## config.mk

```make
export PLATFORM = sky130hd
export DESIGN_NAME = convergence_monitor
export DESIGN_NICKNAME = d
export VERILOG_FILES = /design/src/rtl/convergence_monitor.sv
export SDC_FILE = /design/constraint.sdc
export NUM_CORES = 2
export LEC_CHECK = 0
export ABC_AREA = 1
export BUFFER_PORTS_ARGS = -buffer_cell sky130_fd_sc_hd__buf_2
export CORE_MARGIN = 3
export CORE_UTILIZATION = 45
export CTS_BUF_LIST = sky130_fd_sc_hd__clkbuf_16
export CTS_CLUSTER_SIZE = 28
export DETAILED_ROUTE_END_ITERATION = 6
export PLACE_DENSITY = 0.62
export RECOVER_POWER = 25
export SLEW_MARGIN = 25
export SYNTH_ARGS = -nofsm -noshare
export SYNTH_HDL_FRONTEND = slang
export SYNTH_SLANG_ARGS = --single-unit
```

## constraint.sdc

```tcl
create_clock -name clk -period 9.8 [get_ports clk]
set_input_delay 1.47 -clock clk [delete_from_list [all_inputs] [get_ports clk]]
set_output_delay 1.47 -clock clk [all_outputs]
set_load 0.05 [all_outputs]
```

## src/rtl/convergence_monitor.sv

```systemverilog
// Serial convergence check for the power-iteration loop. It accumulates the norm of one
// (vector, next_vector) difference per check and raises sticky converged/timeout flags.
//   state    | meaning
//   S_IDLE   | ready for the next vector pair
//   S_ACCUM  | folding one element difference into acc per cycle
//   S_DECIDE | compare acc with tol, update counters and flags
//   S_HALT   | converged or timed out, wait for clear
module convergence_monitor #(
  parameter int SIZE_N    = 8,
  parameter int WIDTH     = 16,
  parameter int MAX_ITER  = 100,
  parameter int NORM_MODE = 0,
  parameter int CONSEC    = 1,
  localparam int ACC_W    = 2*(WIDTH+1)+$clog2(SIZE_N),
  localparam int CNT_W    = $clog2(MAX_ITER+1)
) (
  input  logic                    clk,
  input  logic                    rst,
  input  logic                    clear,
  input  logic                    in_valid,
  output logic                    in_ready,
  input  logic [SIZE_N*WIDTH-1:0] vector,
  input  logic [SIZE_N*WIDTH-1:0] next_vector,
  input  logic [ACC_W-1:0]        tol,
  output logic                    result_valid,
  output logic                    below_tol,
  output logic                    converged,
  output logic                    timeout,
  output logic [ACC_W-1:0]        norm_out,
  output logic [CNT_W-1:0]        iter_count
);

  localparam int IDX_W = $clog2(SIZE_N);
  localparam int SQ_W  = 2*(WIDTH+1);
  localparam int CON_W = $clog2(CONSEC+1);

  typedef enum logic [1:0] {S_IDLE, S_ACCUM, S_DECIDE, S_HALT} state_t;

  state_t                  state_q, state_d;
  logic [SIZE_N*WIDTH-1:0] vec_q, vec_d, nvec_q, nvec_d;
  logic [ACC_W-1:0]        tol_q, tol_d, acc_q, acc_d, norm_q, norm_d;
  logic [IDX_W-1:0]        idx_q, idx_d;
  logic [CON_W-1:0]        consec_q, consec_d;
  logic [CNT_W-1:0]        iter_q, iter_d;
  logic                    below_q, below_d, conv_q, conv_d, tout_q, tout_d, rv_q, rv_d;

  // Stored vectors shift down one element per ACCUM cycle, so element 0 is always current.
  logic signed [WIDTH:0]   diff;
  logic [WIDTH:0]          diff_u, mag;
  logic signed [SQ_W-1:0]  diff_x, sq;
  logic [ACC_W-1:0]        sq_ext, mag_ext, acc_step;

  assign diff    = $signed({nvec_q[WIDTH-1], nvec_q[WIDTH-1:0]})
                 - $signed({vec_q[WIDTH-1], vec_q[WIDTH-1:0]});
  assign diff_u  = diff;
  assign mag     = diff_u[WIDTH] ? (~diff_u + (WIDTH+1)'(1)) : diff_u;
  assign diff_x  = SQ_W'(diff);
  assign sq      = diff_x * diff_x;
  assign sq_ext  = ACC_W'($unsigned(sq));
  assign mag_ext = ACC_W'(mag);

  always_comb begin
    acc_step = acc_q;
    if (NORM_MODE == 0) acc_step = acc_q + sq_ext;
    else if (mag_ext > acc_q) acc_step = mag_ext;
  end

  logic                  below_now, conv_now, tout_now;
  logic [CON_W:0]        consec_inc;
  logic [CNT_W-1:0]      iter_inc;

  assign below_now  = (acc_q <= tol_q);
  assign consec_inc = {1'b0, consec_q} + (CON_W+1)'(1);
  assign conv_now   = below_now && (consec_inc >= (CON_W+1)'(CONSEC));
  assign iter_inc   = iter_q + CNT_W'(1);
  // Convergence wins when it lands on the last allowed check.
  assign tout_now   = !conv_now && (iter_inc == CNT_W'(MAX_ITER));

  always_comb begin
    state_d  = state_q;
    vec_d    = vec_q;
    nvec_d   = nvec_q;
    tol_d    = tol_q;
    acc_d    = acc_q;
    idx_d    = idx_q;
    consec_d = consec_q;
    norm_d   = norm_q;
    below_d  = below_q;
    conv_d   = conv_q;
    tout_d   = tout_q;
    iter_d   = iter_q;
    rv_d     = 1'b0;
    if (clear) begin
      state_d  = S_IDLE;
      acc_d    = '0;
      idx_d    = '0;
      consec_d = '0;
      norm_d   = '0;
      below_d  = 1'b0;
      conv_d   = 1'b0;
      tout_d   = 1'b0;
      iter_d   = '0;
    end else begin
      case (state_q)
        S_IDLE: begin
          if (in_valid) begin
            vec_d   = vector;
            nvec_d  = next_vector;
            tol_d   = tol;
            acc_d   = '0;
            idx_d   = '0;
            state_d = S_ACCUM;
          end
        end
        S_ACCUM: begin
          acc_d  = acc_step;
          vec_d  = vec_q >> WIDTH;
          nvec_d = nvec_q >> WIDTH;
          idx_d  = idx_q + IDX_W'(1);
          if (idx_q == IDX_W'(SIZE_N-1)) state_d = S_DECIDE;
        end
        S_DECIDE: begin
          norm_d   = acc_q;
          below_d  = below_now;
          iter_d   = iter_inc;
          consec_d = below_now ? consec_inc[CON_W-1:0] : '0;
          conv_d   = conv_now;
          tout_d   = tout_now;
          rv_d     = 1'b1;
          state_d  = (conv_now || tout_now) ? S_HALT : S_IDLE;
        end
        S_HALT:  state_d = S_HALT;
        default: state_d = S_IDLE;
      endcase
    end
  end

  always_ff @(posedge clk or negedge rst) begin
    if (!rst) begin
      state_q  <= S_IDLE;
      vec_q    <= '0;
      nvec_q   <= '0;
      tol_q    <= '0;
      acc_q    <= '0;
      idx_q    <= '0;
      consec_q <= '0;
      norm_q   <= '0;
      below_q  <= 1'b0;
      conv_q   <= 1'b0;
      tout_q   <= 1'b0;
      iter_q   <= '0;
      rv_q     <= 1'b0;
    end else begin
      state_q  <= state_d;
      vec_q    <= vec_d;
      nvec_q   <= nvec_d;
      tol_q    <= tol_d;
      acc_q    <= acc_d;
      idx_q    <= idx_d;
      consec_q <= consec_d;
      norm_q   <= norm_d;
      below_q  <= below_d;
      conv_q   <= conv_d;
      tout_q   <= tout_d;
      iter_q   <= iter_d;
      rv_q     <= rv_d;
    end
  end

  assign in_ready     = (state_q == S_IDLE);
  assign result_valid = rv_q;
  assign below_tol    = below_q;
  assign converged    = conv_q;
  assign timeout      = tout_q;
  assign norm_out     = norm_q;
  assign iter_count   = iter_q;

endmodule
```

Word level (Yosys, flattened, before mapping). Index checks and enable logic that the tools add are counted.

Bits in registers: 384. Input bits: 297. Output and inout bits: 49. Logic and storage cells: 72.

Add/subtract/negate cells: 5. Multipliers: 1. Magnitude comparators: 2. Equality and inequality tests: 8. Mux-type cells: 30. Bitwise operators: 1. Reduce and logical (&&, ||, !) cells: 12.

Operators by type and width (number): $pmux W128 S2 (2); $mux W128 (2); $mux W37 (4); $pmux W37 S2 (1); $add A37 B34 Y37 (1); $le A37 B37 Y1 (1); $mul A17 B17 Y34 (1); $sub A16 B16 Y17 (1); $mux W7 (2); $mux W1 (11); $mux W2 (4); $pmux W2 S4 (1); $add A7 B1 Y7 const B (1); $eq A7 B7 Y1 const B (1); $mux W3 (2); $ne A3 B3 Y1 const B (2); $pmux W3 S2 (1); $reduce_and A3 Y1 (2); $eq A2 B2 Y1 const B (2); $reduce_and A2 Y1 (2); $reduce_bool A2 Y1 (2); $add A3 B1 Y3 const B (1); $eq A3 B3 Y1 const B (1); $reduce_bool A3 Y1 (1); other kinds (9) (10).

Logic depth before layout (Yosys ltp).
Word-level depth: 9. Gate-level depth with buffers: 48. Gate-level depth less buffers: 48.

Worst setup path before layout. No wires, ideal clock.

Kind: register to register. From: register vec_q[0]. To: register acc_q[36]. Library setup time: 0.118 ns. Arrival time: 7.545 ns. Data required time: 9.682 ns. Path slack: 2.137 ns. Stages on the path, launching flop included: 29. Buffers on the path: 1. Period minus slack after synthesis: 7.663 ns. Cell sequence: dfrtp_1 ha_1 fa_1 xnor2_1 inv_1 clkbuf_1 nor2_1 fa_1 fa_1 inv_1 fa_1 fa_1 inv_1 fa_1 fa_1 ha_1 nand2_1 nor3_1 nand2_1 o211ai_1 xor2_1 ha_1 a21oi_1 a21boi_0 nand2_1 a21oi_1 nand4_1 nand3_1 nand2_1.

Word-level cells in the longest chain between the ends: 5.

Ends and longest elaborated chain: start: declaration (RTL line 40) `logic [SIZE_N*WIDTH-1:0] vec_q, vec_d, nvec_q, nvec_d;`; start signal: assignment (RTL line 155) `vec_q <= vec_d;`; $sub A16 B16 Y17 (RTL line 54) `- $signed({vec_q[WIDTH-1], vec_q[WIDTH-1:0]});`; $mul A17 B17 Y34 (RTL line 58) `assign sq = diff_x * diff_x;`; $add A37 B34 Y37 (RTL line 64) `if (NORM_MODE == 0) acc_step = acc_q + sq_ext;`; $pmux W37 S2 (RTL line 104) `case (state_q)`; $mux W37 (RTL line 93) `if (clear) begin`; end signal: assignment (RTL line 144) `acc_q <= '0;`; end signal: assignment (RTL line 158) `acc_q <= acc_d;`; end: declaration (RTL line 41) `logic [ACC_W-1:0] tol_q, tol_d, acc_q, acc_d, norm_q, norm_d;`.

No other way between the ends. A chain may end at the register's enable or synchronous reset.

Worst setup path in the final report.
From: register nvec_q[3]. To: register acc_q[21].

Word-level cells in the longest chain between the ends: 5.

Ends and longest elaborated chain: start: declaration (RTL line 40); start signal: assignment (RTL line 156) `nvec_q <= nvec_d;`; $sub A16 B16 Y17 (RTL line 54); $mul A17 B17 Y34 (RTL line 58); $add A37 B34 Y37 (RTL line 64); $pmux W37 S2 (RTL line 104); $mux W37 (RTL line 93).

No other way between the ends.

==> metrics.md <==
| Metric | Value |
|---|---|
| Status | `finished, violations left` |
| Failing checks | `capacitance limit, slew limit` |
| Root Buffer | `clkbuf_16` |
| CP Capture Type | `register` |
| CTS tree | `done` |
| Starting Density | `a little under half` |
| EDFF count, synth | `0` |
| HP Class | `register to register` |
| Clock skew | `around 0.037 ns` |
| Synth cell types | `50` |
| Layout Cells excl Fill | `approximately 5,000` |
| Gate Count Post-Synth | `between 3,000 and 4,000` |
| Die span in y | `around 270 um` |
| Commonest non-fill, non-tap cells in the layout | `inv_1 (787), nand2_1 (724), dfrtp_1 (382)` |
| Most used cell, CP | `nand2_1` |
| Via density | `roughly 5.1` |
| Post-route ant nets | `0` |
| Clock latency on the worst-skew pair | `0.59 ns` |
| DP HPWL | `71,800 um` |
| DR pass1 iterations | `5` |
| Global route overflow | `0` |
| Hold Fails Final Rpt | `0` |
| Core area | `0.0676 mm^2` |
| Vias | `~26,000` |
| CP Launch Type | `register` |
| First-pass GRT wire length | `around 140,000 um` |
| # rows | `95` |
| Die X | `268 um` |
| Primary FF master, synth | `dfrtp_1` |
| IO Pins | `346` |
| Tmin final | `roughly 9.2 ns` |
| Post-layout nets | `around 4,800` |
| Syn-to-layout area delta | `12.1%` |
| Pin count of the biggest net entering global routing | `265` |
| CP max stage cell | `fa_1` |
| Unrepaired setup endpoints after global routing | `no` |
| Fin crit share | `a little over nine tenths` |
| Worst R2R Setup Slack | `around 0.6 ns` |
| Wire per inst | `about 18 um` |
| Setup violators final | `0` |
| Sequential-to-total area share from yosys stat | `between 30% and 40%` |
| 1st-iter DRT viols | `1,735` |
| Setup TNS | `0 ns` |
| Clk buf depth | `3` |
| Die ar. | `approximately 0.072 mm^2` |
| Max incr delay on CP | `between 0.5 and 0.6 ns` |
| Post-synthesis register bit count | `382` |
| Clk sinks | `about 380` |
| IO Port Bufs | `345` |
| Critical-path maximum fanout | `12` |
| Total of max-cap violations | `4` |
| Vias in the first global route | `around 26,000` |
| Critical Path RT | `10.23 ns` |
| Fraction of layout cells with a size suffix above 1 | `between 10% and 20%` |
| Total track usage | `25.4%` |
| Placed instance count | `roughly 4,900` |
| Synth warn | `0` |
| Avg Inst Size Synth | `about 8 um^2` |
| CTS buffer count | `43` |
| Mapped Area | `between 0.03 and 0.04 mm^2` |
| Clk pin slew, worst setup/hold paths | `roughly 0.06 ns` |
| CP Class | `register to register` |
| Post-synth ARST share | `between 90% and 100%` |
| Final Max Slew Viols | `around 250` |
| Max-slew headroom | `-316%` |
| RePlAce Congestion | `just over 0.9` |
| Synth Net Count | `about 4,600` |
| Drt total wl | `around 90,000 um` |
| DRC | `0` |
| CP arrival | `just under 10 ns` |
| H-Tree Depth | `2` |
| Worst-Margin Slew | `about 6.2 ns` |
| Commonest non-fill, non-tap cell in the layout | `inv_1` |
| Initial antenna violation count | `40` |
| Fmax | `~110 MHz` |
[per-layer routing]
metal	track usage, %	routed length, um	up-vias
met5	0	230	-
met4	5.69	1960	36
met3	5.97	6150	141
met2	42.8	43700	649
met1	33.4	38300	12220
li1	-	-	12660
[path summary, 6_finish.rpt]
path                             start           to  cells past startpoint
min reg2reg                norm_out[4]  norm_out[4]                      2
min in group asynchronous          rst   vec_q[116]                      1
min                        norm_out[4]  norm_out[4]                      2
max in group asynchronous          rst   nvec_q[54]                      2
max                          nvec_q[3]    acc_q[21]                     36
max reg2reg                  nvec_q[3]    acc_q[21]                     36
[logic make-up (layout without fill, tap and decap cells)]
group	after synthesis	count (layout)	synth area share (%)
buffers and inverters	942	1245	11.8
adders and majority gates	447	447	24.6
muxes	1	1	0.0364
and+or+nand+nor	1234	1234	16.2
other	0	21	0
AOI/OAI and AO/OA	773	773	14.8
xor gates and xnor gates	51	51	1.61
DFF	382	382	30.9
[cell usage after synthesis, types with 4 or more instances]
cell type | count | area share, %
inv_1 | 777 | 9.4
nand2_1 | 725 | 8.8
dfrtp_1 | 382 | 31
o21ai_0 | 339 | 5.5
nor2_1 | 300 | 3.6
fa_1 | 271 | 18
o211ai_1 | 195 | 4.7
ha_1 | 176 | 7.1
a21oi_1 | 149 | 2.4
nand3_1 | 122 | 2.0
clkbuf_1 | 84 | 1.0
buf_2 | 52 | 0.84
xor2_1 | 29 | 0.82
nor3_1 | 27 | 0.44
a22o_1 | 18 | 0.51
o21bai_1 | 18 | 0.44
xnor2_1 | 18 | 0.51
a31oi_1 | 17 | 0.34
nand4_1 | 16 | 0.32
nor2_2 | 15 | 0.30
inv_2 | 13 | 0.16
a21o_1 | 9 | 0.22
nand3b_1 | 8 | 0.19
o22ai_1 | 8 | 0.16
buf_4 | 7 | 0.17
a21boi_0 | 5 | 0.12
buf_1 | 4 | 0.048
nand2_2 | 4 | 0.081
o21ai_1 | 4 | 0.065
[flip-flops by register name (all words and copies together), names as in the netlist]
signal / count
nvec_q: 128
vec_q: 128
acc_q: 37
norm_out: 37
tol_q: 37
iter_count: 7
idx_q: 3
state_q: 2
below_tol: 1
result_valid: 1
timeout: 1
[critical path, delay by kind of cell, from the launching register on]
family / cells / cell delay, ns
flip-flops: 1 / 0.40
adder cells (fa/ha/maj): 9 / 4.18
buffers and inverters: 5 / 0.35
XOR/XNOR: 1 / 0.21
AO/OA/AOI/OAI: 4 / 0.96
AND/OR/NAND/NOR: 17 / 2.97
[per-stage QoR]
step	util [%]	cell area, um^2	hold slack, ns	worst slack, ns
after floorplan	-	31000	0.468	2.14
after global placement	49.4	33400	0.462	0.628
after detailed placement	49.4	33400	0.468	0.549
after CTS	51.3	34700	0.483	0.500
after global routing	51.3	34700	0.506	0.0144
final	51.3	34700	0.477	0.588
[what timing repair did]
action	4_1_cts	5_1_grt
endpoints found under the setup margin	0	4
gates resized for setup	0	2
hold buffers	0	0
buffers inserted	0	0
[final cells by class]
type                            instances  area [um^2]
Antenna cell                           21         52.6
Clock buffer                           43         1080
Clock inverter                         33          213
Fill cell                            6637        32900
Inverter                              792         2970
Multi-Input combinational cell       2506        17800
Sequential cell                       382         9560
Tap cell                              873         1090
Timing Repair Buffer                  377         1980
Power is not shown: default switching activity piles up to over one toggle a cycle in this logic, so the estimate is an artifact.
